File: src/rtl/seg_scan_pkg.sv
// Shared types and constants for the seven-segment scan controller.
package seg_scan_pkg;

    typedef enum logic [1:0] {
        IDLE  = 2'd0,
        BLANK = 2'd1,
        SHOW  = 2'd2
    } scan_state_t;

    localparam logic [7:0]  SEG_OFF       = 8'hFF;
    localparam logic [6:0]  SEG_DIGIT_OFF = 7'h7F;
    localparam int unsigned BCD_W         = 4;

endpackage

File: src/rtl/BCD_segment.sv
// BCD to active-low 7-segment decoder, bit order {dp,g,f,e,d,c,b,a}.
// Codes 10-15 decode to all segments off; dp bit is always off.
module BCD_segment
    import seg_scan_pkg::*;
(
    input  logic [3:0] bcd,
    output logic [7:0] seg
);

    // Pure lookup, no state.
    always_comb begin
        seg = SEG_OFF;
        case (bcd)
            4'd0: seg = 8'hC0;
            4'd1: seg = 8'hF9;
            4'd2: seg = 8'hA4;
            4'd3: seg = 8'hB0;
            4'd4: seg = 8'h99;
            4'd5: seg = 8'h92;
            4'd6: seg = 8'h82;
            4'd7: seg = 8'hF8;
            4'd8: seg = 8'h80;
            4'd9: seg = 8'h90;
            default: seg = SEG_OFF;
        endcase
    end

endmodule

File: src/rtl/seven_seg_scan_ctrl.sv
// Time-multiplexed scan controller for a common-anode 7-segment display.
// Optional leading-zero blanking is built when SEG_SCAN_LZB_EN is defined.
module seven_seg_scan_ctrl
    import seg_scan_pkg::*;
#(
    parameter int NUM_DIGITS   = 4,
    parameter int REFRESH_DIV  = 1000,
    parameter int BLANK_CYCLES = 16
) (
    input  logic                          clk,
    input  logic                          rst_n,
    input  logic                          enable,
    input  logic                          load,
    input  logic [BCD_W*NUM_DIGITS-1:0]   digits_in,
    input  logic [NUM_DIGITS-1:0]         dp_in,
    output logic [NUM_DIGITS-1:0]         an,
    output logic [7:0]                    segment,
    output logic                          frame_done
);

    localparam int CNT_W = $clog2(REFRESH_DIV);
    localparam int IDX_W = $clog2(NUM_DIGITS);
    localparam logic [CNT_W-1:0] CNT_LAST   = CNT_W'(REFRESH_DIV - 1);
    localparam logic [CNT_W-1:0] BLANK_LAST = CNT_W'(BLANK_CYCLES - 1);
    localparam logic [IDX_W-1:0] IDX_LAST   = IDX_W'(NUM_DIGITS - 1);

    scan_state_t                           state, state_n;
    logic [IDX_W-1:0]                      idx, idx_n;
    logic [CNT_W-1:0]                      cnt, cnt_n;
    logic                                  commit;

    logic [NUM_DIGITS-1:0][BCD_W-1:0]      disp_digits, pend_digits;
    logic [NUM_DIGITS-1:0]                 disp_dp, pend_dp;
    logic                                  pend_valid;

    logic [BCD_W-1:0]                      cur_bcd;
    logic [6:0]                            dec_seg;
    logic                                  dec_dp_unused;
    logic [6:0]                            seg_lo;

    // Scan state, digit index and slot counter.
    always_ff @(posedge clk or negedge rst_n) begin
        if (!rst_n) begin
            state <= IDLE;
            idx   <= '0;
            cnt   <= '0;
        end else begin
            state <= state_n;
            idx   <= idx_n;
            cnt   <= cnt_n;
        end
    end

    // Next-state logic; commit marks entry to BLANK of digit 0 (frame start).
    always_comb begin
        state_n = state;
        idx_n   = idx;
        cnt_n   = cnt;
        commit  = 1'b0;
        if (!enable) begin
            state_n = IDLE;
            idx_n   = '0;
            cnt_n   = '0;
        end else begin
            case (state)
                IDLE: begin
                    state_n = BLANK;
                    idx_n   = '0;
                    cnt_n   = '0;
                    commit  = 1'b1;
                end
                BLANK: begin
                    cnt_n = cnt + 1'b1;
                    if (cnt == BLANK_LAST)
                        state_n = SHOW;
                end
                SHOW: begin
                    if (cnt == CNT_LAST) begin
                        state_n = BLANK;
                        cnt_n   = '0;
                        if (idx == IDX_LAST) begin
                            idx_n  = '0;
                            commit = 1'b1;
                        end else begin
                            idx_n = idx + 1'b1;
                        end
                    end else begin
                        cnt_n = cnt + 1'b1;
                    end
                end
                default: begin
                    state_n = IDLE;
                    idx_n   = '0;
                    cnt_n   = '0;
                end
            endcase
        end
    end

    // Pending/display buffers; a load coinciding with a commit bypasses pending.
    always_ff @(posedge clk or negedge rst_n) begin
        if (!rst_n) begin
            disp_digits <= '0;
            disp_dp     <= '0;
            pend_digits <= '0;
            pend_dp     <= '0;
            pend_valid  <= 1'b0;
        end else if (commit) begin
            if (load) begin
                disp_digits <= digits_in;
                disp_dp     <= dp_in;
            end else if (pend_valid) begin
                disp_digits <= pend_digits;
                disp_dp     <= pend_dp;
            end
            pend_valid <= 1'b0;
        end else if (load) begin
            pend_digits <= digits_in;
            pend_dp     <= dp_in;
            pend_valid  <= 1'b1;
        end
    end

    // Outputs are registered from the next-state view so an/segment track state
    // without an extra cycle of lag; the shared decoder is muxed on idx_n.
    assign cur_bcd = disp_digits[idx_n];

    BCD_segment u_dec (
        .bcd (cur_bcd),
        .seg ({dec_dp_unused, dec_seg})
    );

`ifdef SEG_SCAN_LZB_EN
    logic [NUM_DIGITS-1:0] lzb;
    logic                  zero_run;

    // A digit blanks when it and every higher digit are zero; digit 0 never blanks.
    always_comb begin
        lzb      = '0;
        zero_run = 1'b1;
        for (int unsigned i = 0; i < NUM_DIGITS - 1; i++) begin
            zero_run = zero_run && (disp_digits[NUM_DIGITS - 1 - i] == '0);
            lzb[NUM_DIGITS - 1 - i] = zero_run;
        end
    end

    // Segment field of the shown digit, blanked when it is a leading zero.
    always_comb begin
        seg_lo = lzb[idx_n] ? SEG_DIGIT_OFF : dec_seg;
    end
`else
    // Segment field of the shown digit, decoded as stored.
    always_comb begin
        seg_lo = dec_seg;
    end
`endif

    // Registered anode, segment and frame_done outputs.
    always_ff @(posedge clk or negedge rst_n) begin
        if (!rst_n) begin
            an         <= '1;
            segment    <= SEG_OFF;
            frame_done <= 1'b0;
        end else begin
            if (state_n == SHOW) begin
                an      <= ~(NUM_DIGITS'(1) << idx_n);
                segment <= {~disp_dp[idx_n], seg_lo};
            end else begin
                an      <= '1;
                segment <= SEG_OFF;
            end
            frame_done <= (state_n == SHOW) && (idx_n == IDX_LAST) && (cnt_n == CNT_LAST);
        end
    end

endmodule

File: config.mk
export PLATFORM = sky130hd
export DESIGN_NAME = seven_seg_scan_ctrl
export DESIGN_NICKNAME = d
export VERILOG_FILES = /design/src/rtl/seg_scan_pkg.sv /design/src/rtl/BCD_segment.sv /design/src/rtl/seven_seg_scan_ctrl.sv
export SDC_FILE = /design/constraint.sdc
export NUM_CORES = 1
export LEC_CHECK = 0
export BUFFER_PORTS_ARGS = -buffer_cell sky130_fd_sc_hd__clkbuf_2
export CAP_MARGIN = 20
export CORE_MARGIN = 2
export CORE_UTILIZATION = 55
export CTS_CLUSTER_DIAMETER = 150
export DETAILED_ROUTE_END_ITERATION = 6
export PLACE_DENSITY = 0.76
export SLEW_MARGIN = 20
export SYNTH_ARGS = -nofsm -noshare
export SYNTH_HDL_FRONTEND = slang
export SYNTH_HIERARCHICAL = 1
export SYNTH_SLANG_ARGS = --single-unit
File: constraint.sdc
create_clock -name clk -period 4 [get_ports clk]
set_clock_uncertainty 0.05 [all_clocks]
set_input_delay 0.4 -clock clk [delete_from_list [all_inputs] [get_ports clk]]
set_output_delay 0.4 -clock clk [all_outputs]
set_load 0.05 [all_outputs]
==> results of run 1 <==
power by group:
group,switching (mW),internal (mW),leakage (nW)
sequential,0.0509,0.780,0.815
combinational,0.143,0.163,0.755
clock,0.257,0.284,0.0910
critical path, delay by kind of cell (launching register included):
kind / cells / cell delay (ns)
fa+ha+maj: 2 / 0.53
flops: 1 / 0.42
simple gates: 5 / 1.24
mux: 1 / 0.43
compound gates: 2 / 0.38
buf+inv: 3 / 0.47
stage by stage:
stage | power (mW) | hold WS [ns] | setup WS, ns | cells
6_report | 1.678 | -0.006742 | 0.4135 | 407
5_1_grt | 1.777 | 0.03153 | 0.1589 | 407
4_1_cts | 1.701 | 0.1803 | 0.4627 | 407
3_5_place_dp | 1.150 | 0.4269 | 0.4677 | 391
3_3_place_gp | 1.137 | 0.4239 | 0.6865 | 391
2_1_floorplan | 1.062 | 0.05441 | 0.7644 | 290
layout make-up:
cell class,instances,area (sq um),area share (%)
clock buffers,9,123.9,3.180
clock inverters,7,67.56,1.735
inverters,8,30.03,0.7710
multi-input cells,199,1643,42.18
flip-flops and latches,68,1717,44.07
well taps,75,93.84,2.409
repair buffers,41,220.2,5.654
cell usage in the layout (no fill, tap or decap), types with 8 or more instances in the layout:
cell	instances
clkbuf_8	9
mux2_2	60
dfstp_2	12
o21ai_0	8
ha_1	11
mux2i_1	12
nand2_1	13
clkbuf_2	35
nor2_1	23
dfrtp_1	56
state kept, by name (all words and copies together) (netlist names):
signal	count
state	2
pend_dp	4
idx	2
pend_digits	16
disp_dp	4
cnt	10
an	4
pend_valid	1
frame_done	1
disp_digits	16
segment	8
metal layers:
metal,part of all wire (%),GRT usage (%)
met5,0,0
met4,1.2,7.918
met3,4.2,5.169
met2,48,29.47
met1,47,25.65
worst paths after layout:
kind	end	start	depth (start not counted)
setup reg to reg	segment[0]$_DFF_PN1_	state[0]$_DFF_PN0_	13
min in group clk	pend_digits[12]$_DFFE_PN0P_	digits_in[12]	2
setup / recovery	segment[0]$_DFF_PN1_	state[0]$_DFF_PN0_	13
hold reg to reg	cnt[0]$_DFF_PN0_	cnt[0]$_DFF_PN0_	1
max in group asynchronous	segment[4]$_DFF_PN1_	rst_n	2
hold / removal	pend_digits[1]$_DFFE_PN0P_	rst_n	1
==> metrics.csv, run 1 <==
metric;value;unit
status;finished with violations;
violations;negative hold slack;
reg2reg_slack;0.41;ns
post_cts_buffers;0;
io_pins;37;
arrival;3.81;ns
grt_first_pass_wirelength;10580;um
fin_nets;362;
die_w;83.44;um
slowest_delay;0.47;ns
synth_cells;290;
p_leak;1.661;nW
post-route-period-util;89.66;%
cp.required;4.22;ns
fmax;278.8;MHz
area_delta_synth_final;12.22;%
cts_root_buffer;clkbuf_8;
drc_errors;0;
hold_viol;15;
cts_max_level;3;
rsz0062_at_grt;false;
tightest_slew;0.7038;ns
postRouteAntennaNets;0;
drv_cap;0;
first_iter_violations;133;
clock_path_buffers;2;
crit_chain;inv_1 > ha_1 > or3b_2 > nor4_1 > o31ai_1 > inv_2 > mux2i_1 > inv_1 > ha_1 > or2_1 > a21oi_2 > nor2_1 > or2_2;
cts.sinks;68;
cts-resized-gates;0;
critPathMaxFanout;9;
row_count;28;
antenna_found_initial;0;
start_util;57.60;%
wirelength;6093;um
fillers;487;
grt_max_degree;44;
clk_pin_slew;0.07;ns
io_buffer_count;36;
drive_gt1_share;42.47;%
syn_area;3471;sq um
gp_congestion;0.8558;
setup-tns-final;0;ns
fin_area;3895;sq um
postPlaceCellArea;3701;sq um
die-height;83.44;um
final.hold.worst_slack;-0.006742;ns
ir_drop;0.0002515;V
dieArea;6962;sq um
cp-start-kind;register;
maxSlewHeadroom;52.77;%
crit_slowest_cell;or3b_2;
ctsHoldBuffers;0;
synth_nets;325;
synth-warning-count;6;
coreArea;6026;sq um
hold_class;primary input to asynchronous set/reset pin;
syn_avg_cell_area;11.97;sq um
cts_tree;built;
setup_viol;0;
dp_hpwl;4342;um
vias_per_cell;5.450;
drtPass1Iterations;4;
final_core_util;64.64;%
insertion_delay;0.34;ns
crit_type;register to register;
antennaDiodeCount;0;
drv_slew;0;
grt_pass1_vias;2227;
wl_per_cell;14.97;um
grt_remaining_overflow;0;
endpoint_kind;register;
p_per_area;430.8;nW/um^2
cts-buffers-inserted;9;
min_period;3.587;ns
vias;2218;
grtUsageTotal;19.10;%
No activity file was read; power rests on OpenSTA's default activity.
==> run 2: changes to the inputs <==
- SYNTH_HIERARCHICAL: 1 -> not set
==> run 2 against run 1 <==
The run still ends with negative hold slack left. Routed wire length increased by 2.2%. Sequential power shrank 2.7%. Combinational power is 20% lower. Non-clock buffer count is 1 lower. Sequential share of layout area increased by 0.33 points. Area after synthesis is 2.3% lower. Worst hold slack got worse by 0.015 ns. Die area fell by 2.2%. Clock power rose by 32%.
==> metrics.csv, run 2 <==
metric;value;unit
cp-start-kind;register;
drv_cap;0;
cts_root_buffer;clkbuf_8;
wirelength;6229;um
drtPass1Iterations;4;
cts_tree;built;
violations;negative hold slack;
fin_ws;0.9630;ns
clock_path_buffers;2;
pre_cts_slack;0.9659;ns
endpoint_kind;register;
synth_cell_types;53;
io_pins;37;
dieArea;6809;sq um
cts-buffers-inserted;9;
cts_max_level;3;
setup_viol;0;
syn_avg_cell_area;10.87;sq um
fmax;329.3;MHz
synth_top_area_share;41.33;%
row_count;28;
hold_class;primary input to asynchronous set/reset pin;
drive_gt1_share;28.98;%
ff2ff_path_depth;10;
die_w;82.52;um
ys_top_cells_by_area;dfrtp_1, dfstp_2, mux2_2;
vias;2410;
first_iter_violations;133;
grt_first_pass_wirelength;10660;um
cts-resized-gates;0;
p_per_area;456.5;nW/um^2
ir_drop;0.0004209;V
synth_cells;312;
post-route-period-util;75.92;%
area_delta_synth_final;14.02;%
largestRegisters;disp_digits (16), pend_digits (16), cnt (10);
synth_edf_count;0;
hold_viol;19;
arrival;3.26;ns
die-height;82.52;um
setup-tns-final;0;ns
synth-warning-count;0;
stdcell_count;427;
ctsHoldBuffers;0;
post_cts_buffers;0;
yosys_register_bits;68;
tightest_slew;0.8722;ns
antenna_found_initial;0;
maxSlewHeadroom;41.71;%
final_common_cell;dfrtp_1;
crit_type;register to register;
ys_async_sr_fraction;100.0;%
start_util;56.93;%
dpl.cell_count;411;
vias_per_cell;5.644;
cp.required;4.22;ns
dp_hpwl;4404;um
critPathMaxFanout;8;
synth_nets;345;
drv_slew;0;
drc_errors;0;
min_period;3.037;ns
final_cell_mix;dfrtp_1, nor2_1, clkbuf_2;
final.hold.worst_slack;-0.02199;ns
synth_seq_area_share;50.63;%
coreArea;5956;sq um
insertion_delay;0.34;ns
yosys_most_used_dff;dfrtp_1;
grtUsageTotal;20.97;%
fillers;495;
status;finished with violations;
grt_max_degree;46;
grt_remaining_overflow;0;
yosys.area.top_type;dfrtp_1;
synth_most_common_cell;dfrtp_1;
antennaDiodeCount;0;
io_buffer_count;36;
p_leak;1.716;nW
gp_congestion;0.8718;
grt_pass1_vias;2331;
wl_per_cell;14.59;um
fin_nets;380;
postRouteAntennaNets;0;
syn_area;3391;sq um
cts.sinks;68;
rsz0062_at_grt;false;
clk_pin_slew;0.08;ns
synthTopCellsByCount;dfrtp_1, nor2_1, a21oi_1, mux2i_1, mux2_2;
run 2: changes by cell type in the layout (fill, tap and decap cells not counted), moves of 7 or more:
cell,previous run,this run
a21oi_1,3,23
mux2_2,60,21
nand3_1,2,10
or2_2,7,0
mux2i_1,12,22
nor2_1,23,42
run 2: layout make-up:
cell class | instances | area, sq um | area share, %
clock buffer | 11 | 151.4 | 3.916
tap | 75 | 93.84 | 2.427
clock inverter | 5 | 107.6 | 2.783
inverter | 11 | 41.29 | 1.068
sequential | 68 | 1717 | 44.40
multi-input combinational | 217 | 1543 | 39.90
timing repair buffer | 40 | 212.7 | 5.502
run 2: worst max-delay path: stages, from the launching register on:
cell     delay [ns]
dfrtp_1        0.42
inv_1          0.09
ha_1           0.29
o21ai_0        0.31
a41oi_4        0.08
a21oi_1        0.51
o21ai_0        0.19
a22oi_2        0.37
ha_1           0.31
o21a_1         0.18
o21ai_0        0.16
run 2: metrics by stage:
| stage | power [mW] | hold WS [ns] | utilization [%] | area [sq um] |
|---|---|---|---|---|
| 2_1_floorplan | 0.9893 | 0.05441 | - | 3391 |
| 3_3_place_gp | 1.057 | 0.4162 | 60.53 | 3605 |
| 3_5_place_dp | 1.066 | 0.4270 | 60.53 | 3605 |
| 4_1_cts | 1.782 | 0.1885 | 64.87 | 3864 |
| 5_1_grt | 1.848 | 0.02721 | 64.92 | 3866 |
| 6_report | 1.765 | -0.02199 | 64.92 | 3866 |
run 2: worst paths after layout:
check,from,endpoint,slack (ns)
worst min register to register,pend_valid$_DFFE_PN0P_,pend_valid$_DFFE_PN0P_,0.44
min in group clk,digits_in[6],pend_digits[6]$_DFFE_PN0P_,0.25
worst min-delay path,rst_n,cnt[4]$_DFF_PN0_,-0.02
max in group asynchronous,rst_n,state[0]$_DFF_PN0_,3.17
worst max-delay path,state[0]$_DFF_PN0_,segment[1]$_DFF_PN1_,0.96
worst max register to register,state[0]$_DFF_PN0_,segment[1]$_DFF_PN1_,0.96
run 2: logic make-up (layout without fill, tap and decap cells):
group / count (synthesis) / after routing / synth area share [%]
and+or+nand+nor: 93 / 93 / 13.47
DFF: 68 / 68 / 50.63
AOI/OAI and AO/OA: 62 / 62 / 12.58
muxes: 43 / 43 / 13.47
buffers and inverters: 27 / 67 / 3.948
xor gates and xnor gates: 10 / 10 / 2.583
adders and majority gates: 9 / 9 / 3.321
run 2: layer usage:
metal  wire, um  vias to the layer above  global-route usage, %
li1           -                     1164                      -
met1       2822                     1185                  27.56
met2       3056                       59                  33.55
met3        320                        2                  5.543
met4         30                        0                  7.705
met5          0                        -                      0
run 2: report_power, final:
group / leakage [nW] / switching [mW] / internal, mW
Clock: 0.130 / 0.262 / 0.450
Sequential: 0.799 / 0.0432 / 0.765
Combinational: 0.787 / 0.133 / 0.112
